--- src/rtl/pipe_hazard_ctrl.sv ---
// Central hazard controller for the 5-stage RV64I pipeline: stall/flush generation,
// wrong-path fetch drain tracking and stall/flush event counters.
module pipe_hazard_ctrl #(
  parameter int unsigned REG_ADDR_W = 5,
  parameter int unsigned CNT_W      = 32
) (
  input  logic                  clk,
  input  logic                  rst,
  input  logic [REG_ADDR_W-1:0] id_rs1,
  input  logic [REG_ADDR_W-1:0] id_rs2,
  input  logic                  id_rs1_used,
  input  logic                  id_rs2_used,
  input  logic [REG_ADDR_W-1:0] ex_rd,
  input  logic                  ex_is_load,
  input  logic                  ex_reg_write,
  input  logic                  ex_redirect,
  input  logic                  imem_busy,
  input  logic                  dmem_busy,
  output logic                  pc_stall,
  output logic                  ifid_stall,
  output logic                  ifid_flush,
  output logic                  idex_stall,
  output logic                  idex_flush,
  output logic                  exmem_stall,
  output logic                  memwb_flush,
  output logic [1:0]            state_o,
  output logic [CNT_W-1:0]      stall_cnt,
  output logic [CNT_W-1:0]      flush_cnt
);

  typedef enum logic [1:0] {
    RUN     = 2'd0,
    DRAIN   = 2'd1,
    RSVD    = 2'd2,
    ILLEGAL = 2'd3
  } state_t;

  state_t state;
  logic   loaduse;
  logic   stall_inc;
  logic   flush_inc;

  always_comb begin
    loaduse = ex_is_load && ex_reg_write && (ex_rd != '0) &&
              ((id_rs1_used && (id_rs1 == ex_rd)) ||
               (id_rs2_used && (id_rs2 == ex_rd)));
  end

  always_comb begin
    pc_stall    = 1'b0;
    ifid_stall  = 1'b0;
    ifid_flush  = 1'b0;
    idex_stall  = 1'b0;
    idex_flush  = 1'b0;
    exmem_stall = 1'b0;
    memwb_flush = 1'b0;
    stall_inc   = 1'b0;
    flush_inc   = 1'b0;
    if (!rst) begin
      if (dmem_busy) begin
        pc_stall    = 1'b1;
        ifid_stall  = 1'b1;
        idex_stall  = 1'b1;
        exmem_stall = 1'b1;
        memwb_flush = 1'b1;
        stall_inc   = 1'b1;
      end else if (ex_redirect) begin
        ifid_flush  = 1'b1;
        idex_flush  = 1'b1;
        flush_inc   = 1'b1;
      end else if (loaduse) begin
        pc_stall    = 1'b1;
        ifid_stall  = 1'b1;
        idex_flush  = 1'b1;
        stall_inc   = 1'b1;
      end else if (imem_busy) begin
        pc_stall    = 1'b1;
        ifid_flush  = 1'b1;
      end
      // The stale wrong-path response is discarded even on the cycle it arrives.
      if (state == DRAIN) ifid_flush = 1'b1;
    end
  end

  always_ff @(posedge clk or posedge rst) begin
    if (rst) begin
      state     <= RUN;
      stall_cnt <= '0;
      flush_cnt <= '0;
    end else begin
      if (stall_inc) stall_cnt <= stall_cnt + CNT_W'(1);
      if (flush_inc) flush_cnt <= flush_cnt + CNT_W'(1);
      case (state)
        RUN: begin
          if (!dmem_busy && ex_redirect && imem_busy) state <= DRAIN;
        end
        DRAIN: begin
          if (!dmem_busy && !imem_busy) state <= RUN;
        end
        default: state <= RUN;
      endcase
    end
  end

  assign state_o = state;

endmodule

--- config.mk ---
export PLATFORM = sky130hd
export DESIGN_NAME = pipe_hazard_ctrl
export DESIGN_NICKNAME = d
export VERILOG_FILES = /design/src/rtl/pipe_hazard_ctrl.sv
export SDC_FILE = /design/constraint.sdc
export NUM_CORES = 1
export LEC_CHECK = 0
export CORE_MARGIN = 2
export CORE_UTILIZATION = 52
export CTS_BUF_LIST = sky130_fd_sc_hd__clkbuf_8
export CTS_CLUSTER_DIAMETER = 40
export CTS_CLUSTER_SIZE = 16
export DETAILED_ROUTE_END_ITERATION = 10
export PLACE_DENSITY_LB_ADDON = 0.25
export SLEW_MARGIN = 10
export SYNTH_ARGS = -nofsm -noshare
export SYNTH_HDL_FRONTEND = slang
export SYNTH_SLANG_ARGS = --single-unit
--- constraint.sdc ---
create_clock -name clk -period 9.4 [get_ports clk]
set_clock_uncertainty 0.05 [all_clocks]
set_input_delay 1.41 -clock clk [delete_from_list [all_inputs] [get_ports clk]]
set_output_delay 1.41 -clock clk [all_outputs]
set_load 0.005 [all_outputs]
==> results of run 1 <==
-- area by class of cell --
class | count | area share [%]
Sequential cell | 65 | 36.5
Multi-Input combinational cell | 221 | 33.0
Timing Repair Buffer | 96 | 21.5
Clock buffer | 10 | 3.09
Clock inverter | 6 | 3.09
Tap cell | 75 | 2.11
Inverter | 8 | 0.702
-- flip-flops by register name, summed over array words and instances, names as in the netlist --
register	cells
flush_cnt	32
stall_cnt	32
state_o	1
-- cell usage after synthesis, drive strengths merged (2+ instances only) --
master / n
nor4: 5
inv: 7
and3: 8
and4: 3
nand3: 25
and2: 3
xor2: 19
nand4: 16
or2: 2
ha: 2
o41ai: 2
o21bai: 2
dfrtp: 65
a21oi: 3
buf: 6
nand2: 38
nor3: 5
nor2: 23
xnor2: 53
-- metrics by stage --
step                      cell area, um^2  util, %  hold slack (ps)
after detailed placement             4180     70.6              414
after floorplan                      3180        -              415
after global placement               4180     70.6              405
final                                4460     75.3              427
after global routing                 4460     75.3              462
after CTS                            4460     75.3              428
-- power breakdown --
group / switching (mW) / internal (mW) / total [mW]
Combinational: 0.0433 / 0.0694 / 0.113
Sequential: 0.0292 / 0.301 / 0.330
Clock: 0.113 / 0.212 / 0.325
Total: 0.185 / 0.582 / 0.767
-- path summary, 6_finish.rpt --
kind                          startpoint             to  slack [ps]
max in group asynchronous            rst  flush_cnt[16]        6990
max reg2reg                 stall_cnt[0]  stall_cnt[30]        6940
min in group asynchronous            rst   flush_cnt[2]        1800
min                        stall_cnt[31]  stall_cnt[31]         430
max                             ex_rd[3]     ifid_stall        4070
min reg2reg                stall_cnt[31]  stall_cnt[31]         430
-- cell families after synthesis --
group           count (synthesis)  share of synthesized area [%]
simple gates                  133                           21.5
xor+xnor                       72                           19.8
flops                          65                           51.1
buf+inv                        15                           2.67
compound gates                 12                           3.66
fa+ha+maj                       2                          0.786
other cells                     1                          0.118
mux                             1                          0.354
-- routing by layer --
layer / up-vias / share of wire (%)
li1: 1223 / -
met3: 15 / 4.2
met5: - / 0
met2: 75 / 52
met1: 1256 / 41
met4: 0 / 2.1
==> summary.md, run 1 <==
| Metric | Value |
|---|---|
| Status | `finished, final reports clean` |
| Routability congestion estimate | `0.833` |
| Highest-count cells in the layout ignoring fill and taps | `95 x sky130_fd_sc_hd__clkdlybuf4s50_1, 65 x sky130_fd_sc_hd__dfrtp_1, 53 x sky130_fd_sc_hd__xnor2_1` |
| Flip-flop cell with the highest count after synthesis | `sky130_fd_sc_hd__dfrtp_1` |
| Unique cell type count in the Yosys netlist | `39` |
| R2R cell count | `7` |
| Worst path bufs/invs | `3` |
| Number of remaining DRC errors | `0` |
| Netlist Area Pre-Place | `3180 um^2` |
| Count of standard-cell rows | `28` |
| Fillers | `between 400 and 500` |
| Num Clock Sinks | `65` |
| Slew @ Worst Pin | `about 810 ps` |
| Core Region | `5920 um^2` |
| Slowest cell delay on critical path | `between 500 and 600 ps` |
| PD cells | `172 nW/um^2` |
| Shortest clock period the worst path allows after layout | `about 5300 ps` |
| Horizontal die dimension | `~80 um` |
| Detailed Place HPWL | `5270 um` |
| CP Cell Sequence | `clkdlybuf4s50_1 > xor2_1 > nor4_2 > a32oi_1 > o41a_4 > clkinv_2 > clkdlybuf4s50_1` |
| Number of buffers added by the clock tree synthesis step | `9` |
| Post-CTS setup buffer count | `0` |
| Element type at the critical path end | `output pin` |
| Clock-pin slew of the registers on the worst-case setup and hold paths | `around 70 ps` |
| Total wire length after detailed routing | `about 7200 um` |
| Insertion delay to the later sink of the worst-skew pair | `around 350 ps` |
| Number of nets produced by synthesis | `327` |
| Fin crit share | `between 50 and 60%` |
| Area used by multi-input combinational logic | `1470 um^2` |
| Input/output buffers | `95` |
| Unrepaired setup endpoints after global routing | `no` |
| Register cell area after layout | `1630 um^2` |
| Headroom to the max-slew limit | `a little under half` |
| Die height | `about 80 um` |
| I/O pin cnt | `97` |
| GRT met3 Usage | `4.78%` |
| Met2 global-route usage | `between 30% and 40%` |
| Detailed-route wire length per cell | `between 10 and 15 um` |
| Number of nets still failing antenna checks after routing | `0` |
| Fin nets | `around 430` |
| Area added between synthesis and finish | `40.0%` |
| Share of layout cells above drive strength 1 | `~6.9%` |
| Post-cts sizing count | `0` |
| Critical path's top delay family | `buffers and inverters` |
| Cell at the root of the clock tree | `sky130_fd_sc_hd__clkbuf_8` |
| Share of async-settable or async-resettable flops after synthesis | `100%` |
| Fin. Hold Viols | `0` |
| Drt initial violations | `between 100 and 150` |
| Data arrival at the endpoint of the critical path | `~3900 ps` |
| Setup WS post-layout | `about 4100 ps` |
| Static power due to leakage | `roughly 1.9 nW` |
| Post-route insts no fill | `between 400 and 500` |
| Critical setup path kind | `input pin to output pin` |
| Length of the first detailed-routing pass in iterations | `5` |
| Required time at the worst-slack endpoint | `about 8000 ps` |
| Register area share after synthesis | `51.1%` |
| Library cell contributing the largest single delay on the critical path | `sky130_fd_sc_hd__clkdlybuf4s50_1` |
| Number of gates on the worst path with buffers counted | `7` |
| Number of H-tree branching levels | `3` |
| Number of max-cap violations | `0` |
| Number of flops mapped to enable cells by yosys | `0` |
| Via count of the first global-routing pass | `roughly 2500` |
| Largest net degree at the start of global routing | `69` |
| Residual overflow from global routing | `0` |
| Post-synthesis area per instance | `around 11 um^2` |
| Peak ir drop on the vdd network | `around 0.00012 V` |
| Longest Clk Path Bufs | `2` |
| Total Die Area | `6760 um^2` |
| Largest fanout of any net on the critical path | `21` |
| Share of Yosys cell area claimed by the top area cell type | `between 50% and 60%` |
| Diode count | `0` |
| Yosys reg bits | `65` |
| Fraction of met1 tracks used by global routing | `about 29%` |
| Gr usage total | `~23%` |
| Ranking of synthesized cells by area | `sky130_fd_sc_hd__dfrtp_1 51%, sky130_fd_sc_hd__xnor2_1 15%, sky130_fd_sc_hd__xor2_1 5.2%` |
| Overall power of the completed layout | `between 700 and 800 uW` |
| Cell type with the highest aggregate area in the netlist | `sky130_fd_sc_hd__dfrtp_1` |
| Instance count of the mapped netlist | `about 300` |
| Cell occurring most often along the worst timing path | `sky130_fd_sc_hd__clkdlybuf4s50_1` |
| Number of hold buffers added after cts | `0` |
| Clock tree from TritonCTS | `built` |
| Dpl cells | `roughly 470` |
| Commonest non-fill, non-tap cell in the layout | `sky130_fd_sc_hd__clkdlybuf4s50_1` |
| Effective utilization at floorplan | `between 50% and 60%` |
| Post-placement setup slack | `a little over 4000 ps` |
| First-pass GRT wire length | `about 12000 um` |
| Most crowded layer after global routing | `met2` |
| Maximum clock rate | `approximately 190 MHz` |
| Total via count after detailed routing | `between 2000 and 3000` |
| Worst hold-check path type | `register to register` |
| Setup total negative slack | `0 ps` |
| Cells on Worst Hold Path | `1` |
| Synthesis warning total | `0` |
| Vias per cell | `around 5.3` |
| Setup-violating endpoint count in the final report | `0` |
| Startpoint class of the critical path | `input pin` |
| Antenna violations before repair | `0` |
| Number of max-slew violations in the final report | `0` |
Power figures use the tool's default switching activity.
==> inputs of run 2 (changes only) <==
--- a/config.mk
+++ b/config.mk
@@ -6,7 +6,7 @@
 export NUM_CORES = 1
 export LEC_CHECK = 0
 export CORE_MARGIN = 2
-export CORE_UTILIZATION = 52
+export CORE_UTILIZATION = 44
 export CTS_BUF_LIST = sky130_fd_sc_hd__clkbuf_8
 export CTS_CLUSTER_DIAMETER = 40
 export CTS_CLUSTER_SIZE = 16
==> constraint.sdc (replaced) <==
create_clock -name clk -period 4.9 [get_ports clk]
set_clock_uncertainty 0.05 [all_clocks]
set_input_delay 0.735 -clock clk [delete_from_list [all_inputs] [get_ports clk]]
set_output_delay 0.735 -clock clk [all_outputs]
set_load 0.005 [all_outputs]
==> run 2 against run 1 <==
Power is 76% higher. Design area is 0.73% lower. Count of clock-buffer cells in the layout rose by 1. Sequential cell count stayed put. First-iteration DRC count decreased by 36%. Combinational power up 89%. Die area increased by 17%. Sequential share of layout area is 0.27 points higher. Critical path type unchanged. Highest routed layer unchanged.
==> summary.md, run 2 (synthesis gave the netlist of run 1 again) <==
| Metric | Value |
|---|---|
| Status | `finished, final reports clean` |
| First-pass GRT wire length | `11900 um (about the same)` |
| Post-placement setup slack | `906 ps (-3170 ps)` |
| Number of buffers added by the clock tree synthesis step | `9 (unchanged)` |
| Vias per cell | `4.93 (-7.6%)` |
| PD cells | `305 nW/um^2 (+77%)` |
| R2R Setup Slk | `2350 ps (-4590 ps)` |
| Detailed Place HPWL | `5300 um (+0.60%)` |
| Post-cts sizing count | `0 (unchanged)` |
| Headroom to the max-slew limit | `45.2% (-0.58 points)` |
| Number of max-cap violations | `0 (unchanged)` |
| Total Die Area | `7930 um^2 (+17%)` |
| Fin crit share | `around 82%` |
| Routability congestion estimate | `0.803 (-3.6%)` |
| Total via count after detailed routing | `2467 (-4.0%)` |
| Element type at the critical path end | `output pin` |
| Data arrival at the endpoint of the critical path | `3220 ps (-650 ps)` |
| Highest-count cells in the layout ignoring fill and taps | `95 x sky130_fd_sc_hd__clkdlybuf4s50_1, 65 x sky130_fd_sc_hd__dfrtp_1, 53 x sky130_fd_sc_hd__xnor2_1` |
| Worst hold-check path type | `register to register` |
| Number of H-tree branching levels | `3 (unchanged)` |
| Overall power of the completed layout | `1.35 mW (+76%)` |
| Shortest clock period the worst path allows after layout | `between 4000 and 5000 ps` |
| Area added between synthesis and finish | `39.0%` |
| Static power due to leakage | `1.84 nW (-1.4%)` |
| Largest net degree at the start of global routing | `68 (-1.4%)` |
| Setup-violating endpoint count in the final report | `0 (unchanged)` |
| Number of remaining DRC errors | `0 (unchanged)` |
| Fin. Hold Viols | `0 (unchanged)` |
| CP Capture Point | `ifid_stall` |
| R2R cell count | `7 (unchanged)` |
| Startpoint of the most critical register-to-register path | `stall_cnt[0]` |
| Insertion delay to the later sink of the worst-skew pair | `330 ps (-20 ps)` |
| Residual overflow from global routing | `0 (unchanged)` |
| Antenna violations before repair | `0 (unchanged)` |
| Count of standard-cell rows | `30 (+7.1%)` |
| Peak ir drop on the vdd network | `0.000243 V (+100%)` |
| Commonest non-fill, non-tap cell in the layout | `sky130_fd_sc_hd__clkdlybuf4s50_1` |
| Drt initial violations | `93 (-36%)` |
| Startpoint of the worst setup timing path | `ex_rd[3]` |
| Input/output buffers | `95 (unchanged)` |
| Diode count | `0 (unchanged)` |
| Startpoint class of the critical path | `input pin` |
| Setup total negative slack | `0 ps (unchanged)` |
| Longest Clk Path Bufs | `2 (unchanged)` |
| Cell at the root of the clock tree | `sky130_fd_sc_hd__clkbuf_8` |
| Total wire length after detailed routing | `7190 um (+0.21%)` |
| End-of-flow core utilization | `64.0% (-11 points)` |
| Die height | `89.0 um (+8.3%)` |
| Number of hold buffers added after cts | `0 (unchanged)` |
| Maximum clock rate | `between 200 and 250 MHz` |
| Length of the first detailed-routing pass in iterations | `4 (-1)` |
| Clock tree from TritonCTS | `built` |
| Post-CTS setup buffer count | `0 (unchanged)` |
| Required time at the worst-slack endpoint | `4120 ps (-3820 ps)` |
| Critical setup path kind | `input pin to output pin` |
| Num Clock Sinks | `65 (unchanged)` |
| Setup WS post-layout | `896 ps (-3170 ps)` |
| Detailed-route wire length per cell | `14.4 um (-3.6%)` |
| Unrepaired setup endpoints after global routing | `no` |
| Gr usage total | `19.8% (-3.2 points)` |
| Largest fanout of any net on the critical path | `21 (unchanged)` |
| Reg-to-Reg End | `stall_cnt[22]` |
| Via count of the first global-routing pass | `2534 (+0.32%)` |
| Number of nets still failing antenna checks after routing | `0 (unchanged)` |
| I/O pin cnt | `97 (unchanged)` |
| Slew @ Worst Pin | `823 ps (+8.72 ps)` |
| Clock-pin slew of the registers on the worst-case setup and hold paths | `70 ps (about the same)` |
| Effective utilization at floorplan | `46.1% (-7.7 points)` |
| Share of layout cells above drive strength 1 | `6.44% (-0.46 points)` |
| Horizontal die dimension | `89.0 um (+8.3%)` |
| Core Region | `6910 um^2 (+17%)` |
| Number of max-slew violations in the final report | `0 (unchanged)` |
| Fin nets | `427 (unchanged)` |
[run 2: cell types whose count changed in the layout (fill, tap and decap cells not counted)]
cell,delta
sky130_fd_sc_hd__clkbuf_8,+1
sky130_fd_sc_hd__clkinv_2,+1
sky130_fd_sc_hd__bufinv_16,-2
sky130_fd_sc_hd__clkinv_4,-1
sky130_fd_sc_hd__inv_6,-1
[run 2: through the flow]
stage | hold slack [ps] | std cells | cell area, um^2
3_5_place_dp | 409 | 486 | 4210
5_1_grt | 443 | 500 | 4420
2_1_floorplan | 415 | 301 | 3180
4_1_cts | 421 | 500 | 4420
6_report | 417 | 500 | 4420
3_3_place_gp | 408 | 486 | 4210
[run 2: how the worst min path moves through the flow]
| stage | end | cells after the start | start | slack, ps |
|---|---|---|---|---|
| 6_report | flush_cnt[31] | 1 | flush_cnt[31] | 420 |
| 5_1_grt | stall_cnt[31] | 1 | stall_cnt[31] | 440 |
| 4_1_cts | flush_cnt[31] | 1 | flush_cnt[31] | 420 |
| 3_5_place_dp | flush_cnt[31] | 1 | flush_cnt[31] | 410 |
| 3_3_place_gp | flush_cnt[31] | 1 | flush_cnt[31] | 410 |
| 2_1_floorplan | flush_cnt[31] | 1 | flush_cnt[31] | 410 |
[run 2: routing by layer]
| metal | part of all wire, % | wire length [um] | vias to the layer above | GRT usage [%] |
|---|---|---|---|---|
| li1 | - | - | 1220 | - |
| met1 | 45 | 3230 | 1180 | 24.5 |
| met2 | 49 | 3560 | 56 | 33.9 |
| met3 | 4.0 | 291 | 11 | 4.52 |
| met4 | 1.7 | 119 | 0 | 7.46 |
| met5 | 0 | 0 | - | 0 |
[run 2: area by class of cell]
class                      instances  area, um^2
fill                             569        2480
timing repair buffer              96         958
clock inverter                     3        65.1
tap                               96         120
sequential                        65        1630
multi-input combinational        221        1470
inverter                           8        31.3
clock buffer                      11         151
[run 2: where the power goes]
group / switching (mW) / total, mW / internal, mW
combinational: 0.0815 / 0.214 / 0.133
sequential: 0.0567 / 0.634 / 0.577
clock: 0.194 / 0.502 / 0.308
[run 2: worst max-delay path, stage by stage]
cell                              delay, ps
sky130_fd_sc_hd__clkdlybuf4s50_1        470
sky130_fd_sc_hd__xor2_1                 200
sky130_fd_sc_hd__nor4_2                 260
sky130_fd_sc_hd__a32oi_1                240
sky130_fd_sc_hd__o41a_4                 530
sky130_fd_sc_hd__clkinv_2               220
sky130_fd_sc_hd__clkdlybuf4s50_1        550
